===== src/rtl/mem_map_pkg.sv =====
// rtl/mem_map_pkg.sv - address map types and region decode for the store queue
package mem_map_pkg;
   localparam int ST_ADDR_W  = 16;
   localparam int ST_DATA_W  = 16;
   localparam int REGION_MSB = ST_ADDR_W - 1;
   localparam int REGION_LSB = ST_ADDR_W - 2;
   localparam int LOCAL_W    = ST_ADDR_W - 2;

   typedef enum logic [1:0] {
      REG_0    = 2'b00,
      REG_1    = 2'b01,
      REG_2    = 2'b10,
      REG_NONE = 2'b11
   } region_e;

   typedef struct packed {
      region_e              sel;
      logic [LOCAL_W-1:0]   laddr;
      logic [ST_DATA_W-1:0] data;
   } st_entry_t;

   function automatic region_e decode_region(input logic [ST_ADDR_W-1:0] addr);
      return region_e'(addr[REGION_MSB:REGION_LSB]);
   endfunction
endpackage


===== src/rtl/sync_fifo.sv =====
// rtl/sync_fifo.sv - single-clock FIFO with occupancy count
module sync_fifo #(
   parameter int WIDTH = 32,
   parameter int DEPTH = 4
) (
   input  logic                       clk,
   input  logic                       rst_n,
   input  logic                       push_i,
   input  logic                       pop_i,
   input  logic [WIDTH-1:0]           wdata_i,
   output logic [WIDTH-1:0]           rdata_o,
   output logic                       full_o,
   output logic                       empty_o,
   output logic [$clog2(DEPTH):0]     count_o
);
   localparam int PW    = $clog2(DEPTH);
   localparam int CNT_W = PW + 1;

   logic [WIDTH-1:0] mem_q [DEPTH];
   logic [PW-1:0]    wr_ptr_q, rd_ptr_q;
   logic [CNT_W-1:0] count_q;
   logic             do_push, do_pop;

   assign full_o  = (count_q == CNT_W'(DEPTH));
   assign empty_o = (count_q == '0);
   assign do_push = push_i && !full_o;
   assign do_pop  = pop_i && !empty_o;
   assign rdata_o = mem_q[rd_ptr_q];
   assign count_o = count_q;

   // Pointers are log2(DEPTH) wide so they wrap without explicit compare
   always_ff @(posedge clk or negedge rst_n) begin
      if (!rst_n) begin
         wr_ptr_q <= '0;
         rd_ptr_q <= '0;
         count_q  <= '0;
         for (int i = 0; i < DEPTH; i++) mem_q[i] <= '0;
      end else begin
         if (do_push) begin
            mem_q[wr_ptr_q] <= wdata_i;
            wr_ptr_q        <= wr_ptr_q + 1'b1;
         end
         if (do_pop) rd_ptr_q <= rd_ptr_q + 1'b1;
         case ({do_push, do_pop})
            2'b10:   count_q <= count_q + 1'b1;
            2'b01:   count_q <= count_q - 1'b1;
            default: ;
         endcase
      end
   end
endmodule


===== src/rtl/mem_store_queue.sv =====
// rtl/mem_store_queue.sv - in-order store buffer feeding the 3-way write decoder
module mem_store_queue
   import mem_map_pkg::*;
#(
   parameter int DATA_W = ST_DATA_W,
   parameter int ADDR_W = ST_ADDR_W,
   parameter int DEPTH  = 4
) (
   input  logic                     clk,
   input  logic                     rst_n,
   input  logic                     st_valid_i,
   output logic                     st_ready_o,
   input  logic [ADDR_W-1:0]        st_addr_i,
   input  logic [DATA_W-1:0]        st_data_i,
   output logic                     wr_valid_o,
   output logic [1:0]               wr_sel_o,
   output logic [ADDR_W-3:0]        wr_addr_o,
   output logic [DATA_W-1:0]        wr_data_o,
   input  logic [2:0]               region_ready_i,
   output logic                     err_o,
   output logic [ADDR_W-1:0]        err_addr_o,
   input  logic                     err_clr_i,
   output logic [$clog2(DEPTH):0]   count_o
);
   region_e          st_region;
   st_entry_t        in_entry, fifo_rdata, head, last_q;
   logic             accept, unmapped, push, pop;
   logic             fifo_full, fifo_empty;
   logic [3:0]       ready_ext;
   logic             err_q;
   logic [ADDR_W-1:0] err_addr_q;

   assign st_region = decode_region(st_addr_i);
   assign accept    = st_valid_i && st_ready_o;
   assign unmapped  = accept && (st_region == REG_NONE);
   assign push      = accept && !unmapped;

   assign in_entry.sel   = st_region;
   assign in_entry.laddr = st_addr_i[LOCAL_W-1:0];
   assign in_entry.data  = st_data_i;

   sync_fifo #(
      .WIDTH ($bits(st_entry_t)),
      .DEPTH (DEPTH)
   ) u_fifo (
      .clk     (clk),
      .rst_n   (rst_n),
      .push_i  (push),
      .pop_i   (pop),
      .wdata_i (in_entry),
      .rdata_o (fifo_rdata),
      .full_o  (fifo_full),
      .empty_o (fifo_empty),
      .count_o (count_o)
   );

   // When empty the outputs replay the last issued entry rather than stale RAM
   assign head       = fifo_empty ? last_q : fifo_rdata;
   assign ready_ext  = {1'b0, region_ready_i};
   assign st_ready_o = !fifo_full;
   assign wr_valid_o = !fifo_empty;
   assign pop        = wr_valid_o && ready_ext[head.sel];

   assign wr_sel_o   = head.sel;
   assign wr_addr_o  = head.laddr;
   assign wr_data_o  = head.data;
   assign err_o      = err_q;
   assign err_addr_o = err_addr_q;

   always_ff @(posedge clk or negedge rst_n) begin
      if (!rst_n) begin
         last_q     <= '0;
         err_q      <= 1'b0;
         err_addr_q <= '0;
      end else begin
         if (pop) last_q <= fifo_rdata;
         // A new unmapped store beats a same-cycle clear and becomes the held address
         if (unmapped) begin
            err_q <= 1'b1;
            if (!err_q || err_clr_i) err_addr_q <= st_addr_i;
         end else if (err_clr_i) begin
            err_q      <= 1'b0;
            err_addr_q <= '0;
         end
      end
   end
endmodule

===== config.mk =====
export PLATFORM = sky130hd
export DESIGN_NAME = mem_store_queue
export DESIGN_NICKNAME = d
export VERILOG_FILES = /design/src/rtl/mem_map_pkg.sv /design/src/rtl/sync_fifo.sv /design/src/rtl/mem_store_queue.sv
export SDC_FILE = /design/constraint.sdc
export NUM_CORES = 1
export LEC_CHECK = 0
export BUFFER_PORTS_ARGS = -buffer_cell sky130_fd_sc_hd__buf_2
export CAP_MARGIN = 20
export CORE_MARGIN = 4
export CORE_UTILIZATION = 40
export CTS_BUF_LIST = sky130_fd_sc_hd__clkbuf_16
export DETAILED_ROUTE_END_ITERATION = 8
export GPL_ROUTABILITY_DRIVEN = 0
export GPL_TIMING_DRIVEN = 0
export SYNTH_ARGS = -nofsm -noshare
export SYNTH_HDL_FRONTEND = slang
export SYNTH_HIERARCHICAL = 1
export SYNTH_SLANG_ARGS = --single-unit

===== constraint.sdc =====
create_clock -name clk -period 3.9 [get_ports clk]
set_input_delay 0.585 -clock clk [delete_from_list [all_inputs] [get_ports clk]]
set_output_delay 0.585 -clock clk [all_outputs]
set_load 0.05 [all_outputs]

==> impl_metrics.json <==
{
  "status": "finished, final reports clean",
  "max_cap_viol_count": 0,
  "setup_viol": 0,
  "worstPathArrival_ns": 3.96,
  "pre_cts_ws_ns": -0.0384,
  "worst_ep_required_time_ns": 4.26,
  "grt_setup_unrepaired": "false",
  "timing.final.ws_setup_ns": 0.298,
  "grt_start_max_net_pins": 120,
  "synth_ff_type": "sky130_fd_sc_hd__dfrtp_1",
  "critPathMaxFanout": 10,
  "ys_seq_area_share_pct": 50.9,
  "fin_crit_sh_pct": 92.3,
  "clock_pin_slew_of_the_registers_on_the_worst_case_setup_and_hold_paths_ns": 0.07,
  "yosys_register_bits": 184,
  "synthesis.nets": 762,
  "setup.worst_path.class": "register to register",
  "synth_cells": 717,
  "start_util_pct": 41.1,
  "io_buffers": 92,
  "max_buffers_root_to_sink": 2,
  "synthTopCellsByCount": "sky130_fd_sc_hd__dfrtp_1, sky130_fd_sc_hd__mux2_2, sky130_fd_sc_hd__nand2_1, sky130_fd_sc_hd__inv_1",
  "number_of_max_slew_violations_in_the_final_report": 0,
  "post-route-drc-count": 0,
  "antennaDiodeCount": 0,
  "first_pass_iteration_count_of_the_detailed_router": 5,
  "worstHoldPathType": "input pin to async pin",
  "design.portCount": 93,
  "post-synth-top-area-fraction_pct": 50.9,
  "r2r-start": "u_fifo/rd_ptr_q[1]$_DFFE_PN0P_",
  "master_cell_of_the_clock_root_buffer": "sky130_fd_sc_hd__clkbuf_16",
  "timing.critical_path.cells": "clkbuf_4, mux4_2, mux2_4, buf_2, nor2_1, a211oi_2, o31a_1, ha_1, inv_1, fa_1, xor2_1, nor2_1, xor2_1",
  "finalHoldViolations": 0,
  "reg2reg_slack_ns": 0.30,
  "post-synth-top-count-cell": "sky130_fd_sc_hd__dfrtp_1",
  "asyncSetResetFlopFracSynth_pct": 100,
  "drt-total-wl_um": 21900,
  "post_route_cells_drive_above_1_share_pct": 37.7,
  "post_synth_num_cell_types": 38,
  "setup.worst_path.start_class": "register",
  "worst-slew-pin-transition_ns": 0.830,
  "final_net_count": 872,
  "post-synth-top-area-cell": "sky130_fd_sc_hd__dfrtp_1",
  "drt_iter0_markers": 282,
  "dp.final_hpwl_um": 15300,
  "syn-mean-instance-area_sq_um": 12.6,
  "mappedNetlistArea_sq_mm": 0.00905,
  "min_period_ns": 3.60,
  "antenna_found_initial": 1,
  "gr_usage_total_pct": 18.2,
  "critical-path-slowest-cell": "sky130_fd_sc_hd__dfrtp_1",
  "drt-wirelength-per-cell_um": 19.5,
  "tritoncts": "yes",
  "reg_area_sq_mm": 0.00460,
  "n_fill_cell": 2026,
  "post_synth_main_area_contributors": "sky130_fd_sc_hd__dfrtp_1, sky130_fd_sc_hd__mux2_2, sky130_fd_sc_hd__mux4_2, sky130_fd_sc_hd__a211o_1, sky130_fd_sc_hd__o221ai_1",
  "timing.max_slew.rel_slack_pct": 44.7,
  "number_of_global_route_vias_before_repair": 6380,
  "synth_enable_flop_cells": 0,
  "fin_skew_ns": 0.0130,
  "std_cell_rows": 54,
  "regToRegEndpoint": "u_fifo/count_o[2]$_DFFE_PN0P_",
  "cts_made_buffers": 17,
  "fp.dieArea_sq_mm": 0.0251,
  "clock_tree.htree_level_count": 4,
  "end_kind": "register",
  "cp_max_stage_delay_ns": 0.47,
  "num_vias": 6167,
  "yosysWarningCount": 6,
  "tritoncts_num_sinks": 184,
  "final_antenna_net_count": 0,
  "vias_per_cell": 5.51,
  "clkLatencyLatePin_ns": 0.44,
  "grt_remaining_overflow": 0,
  "area_growth_syn_to_layout_pct": 15.4,
  "grt_first_pass_wirelength_um": 35200,
  "max_freq_ghz": 0.278,
  "cts_hold_buffers_added": 0,
  "placeable_core_area_sq_mm": 0.0220,
  "die_h_um": 158,
  "dieWidth_um": 158,
  "reg2reg_path_depth": 13,
  "multi_input_comb_area_sq_mm": 0.00398
}
## worst max-delay path, delay by kind of cell (launching register included)
kind | cells | cell delay, ns
buffers and inverters | 3 | 0.61
AO/OA/AOI/OAI | 2 | 0.64
multiplexers | 2 | 0.72
AND/OR/NAND/NOR | 2 | 0.19
adder cells (fa/ha/maj) | 2 | 0.59
XOR/XNOR | 2 | 0.30
flip-flops | 1 | 0.47
## layer usage
layer	up-vias	GRT usage (%)	share of wire (%)
met3	21	3.56	4.1
li1	2859	-	-
met1	3178	25.3	46
met5	-	0	0.059
met2	107	29.4	48
met4	2	4.79	1.2
## stage by stage
stage          setup TNS (ns)  util (%)  cells  hold slack (ns)  area, sq um
5_1_grt                     0      47.4   1120            0.119        10400
4_1_cts                     0      47.5   1122            0.107        10500
6_report                    0      47.4   1120           0.0843        10400
3_3_place_gp          -170.08      44.8   1089            0.461         9860
2_1_floorplan               0         -    717            0.289         9050
3_5_place_dp          -0.0384      45.0   1090            0.477         9900
## worst max path at each step
stage                                              start                       endpoint  slack (ns)  cells after the start
after floorplan           u_fifo/rd_ptr_q[1]$_DFFE_PN0P_  u_fifo/count_o[2]$_DFFE_PN0P_        0.84                     14
after global placement                             rst_n  u_fifo/mem_q[110]$_DFFE_PN0P_       -0.94                      1
after detailed placement  u_fifo/rd_ptr_q[1]$_DFFE_PN0P_  u_fifo/count_o[2]$_DFFE_PN0P_       -0.04                     14
after CTS                 u_fifo/rd_ptr_q[1]$_DFFE_PN0P_  u_fifo/count_o[2]$_DFFE_PN0P_        0.13                     14
after global routing      u_fifo/rd_ptr_q[1]$_DFFE_PN0P_  u_fifo/count_o[2]$_DFFE_PN0P_        0.08                     13
final                     u_fifo/rd_ptr_q[1]$_DFFE_PN0P_  u_fifo/count_o[2]$_DFFE_PN0P_        0.30                     13
## what timing repair did
action	CTS	global route
pin swaps	0	0
setup buffers	0	0
setup endpoints to repair	1	1
gates resized for setup	1	1
hold endpoints to repair	0	0
gates cloned	0	0
## flip-flops by register name, indices dropped and copies added, names as in the netlist
name and cells:
err_addr_o 16, last_q 32, u_fifo/wr_ptr_q 2, u_fifo/count_o 3
u_fifo/mem_q 128, err_o 1, u_fifo/rd_ptr_q 2
## placed cells by master, fill, tap and decap left out, types with 2 or more instances in the layout
master / n
sky130_fd_sc_hd__dfrtp_1: 184
sky130_fd_sc_hd__o21ai_0: 32
sky130_fd_sc_hd__clkbuf_16: 17
sky130_fd_sc_hd__mux2_2: 129
sky130_fd_sc_hd__nor2b_1: 2
sky130_fd_sc_hd__inv_8: 3
sky130_fd_sc_hd__ha_1: 5
sky130_fd_sc_hd__inv_1: 42
sky130_fd_sc_hd__mux4_2: 32
sky130_fd_sc_hd__a21oi_1: 2
sky130_fd_sc_hd__xor2_1: 3
sky130_fd_sc_hd__mux2i_1: 2
sky130_fd_sc_hd__clkbuf_1: 23
sky130_fd_sc_hd__and3_1: 2
sky130_fd_sc_hd__a22o_1: 14
sky130_fd_sc_hd__buf_6: 12
sky130_fd_sc_hd__mux2_1: 2
sky130_fd_sc_hd__nor4_1: 30
sky130_fd_sc_hd__inv_6: 4
sky130_fd_sc_hd__xnor2_1: 3
sky130_fd_sc_hd__a21o_1: 2
sky130_fd_sc_hd__nand2_1: 67
sky130_fd_sc_hd__a211o_1: 30
sky130_fd_sc_hd__o221ai_1: 30
sky130_fd_sc_hd__buf_2: 108
sky130_fd_sc_hd__clkinv_1: 2
sky130_fd_sc_hd__nand2b_1: 32
sky130_fd_sc_hd__nor2_1: 6
## cells by family after synthesis
family                     Yosys count  synth area share, %
AOI/OAI and AO/OA                  116                 9.72
DFF                                184                 50.9
xor gates and xnor gates             6                0.581
adders and majority gates            6                0.912
and+or+nand+nor                    143                 8.03
muxes                              166                 24.6
buffers and inverters               96                 5.27
## final cells by class
type                            instances  area share [%]
Sequential cell                       184            44.1
Multi-Input combinational cell        437            38.1
Timing Repair Buffer                   93            4.77
Clock buffer                           17            4.07
Tap cell                              280            3.35
Buffer                                 54            3.08
Inverter                               40            1.44
Clock inverter                         15            1.16
Power is not shown: default switching activity piles up to over one toggle a cycle in this logic, so the estimate is an artifact.
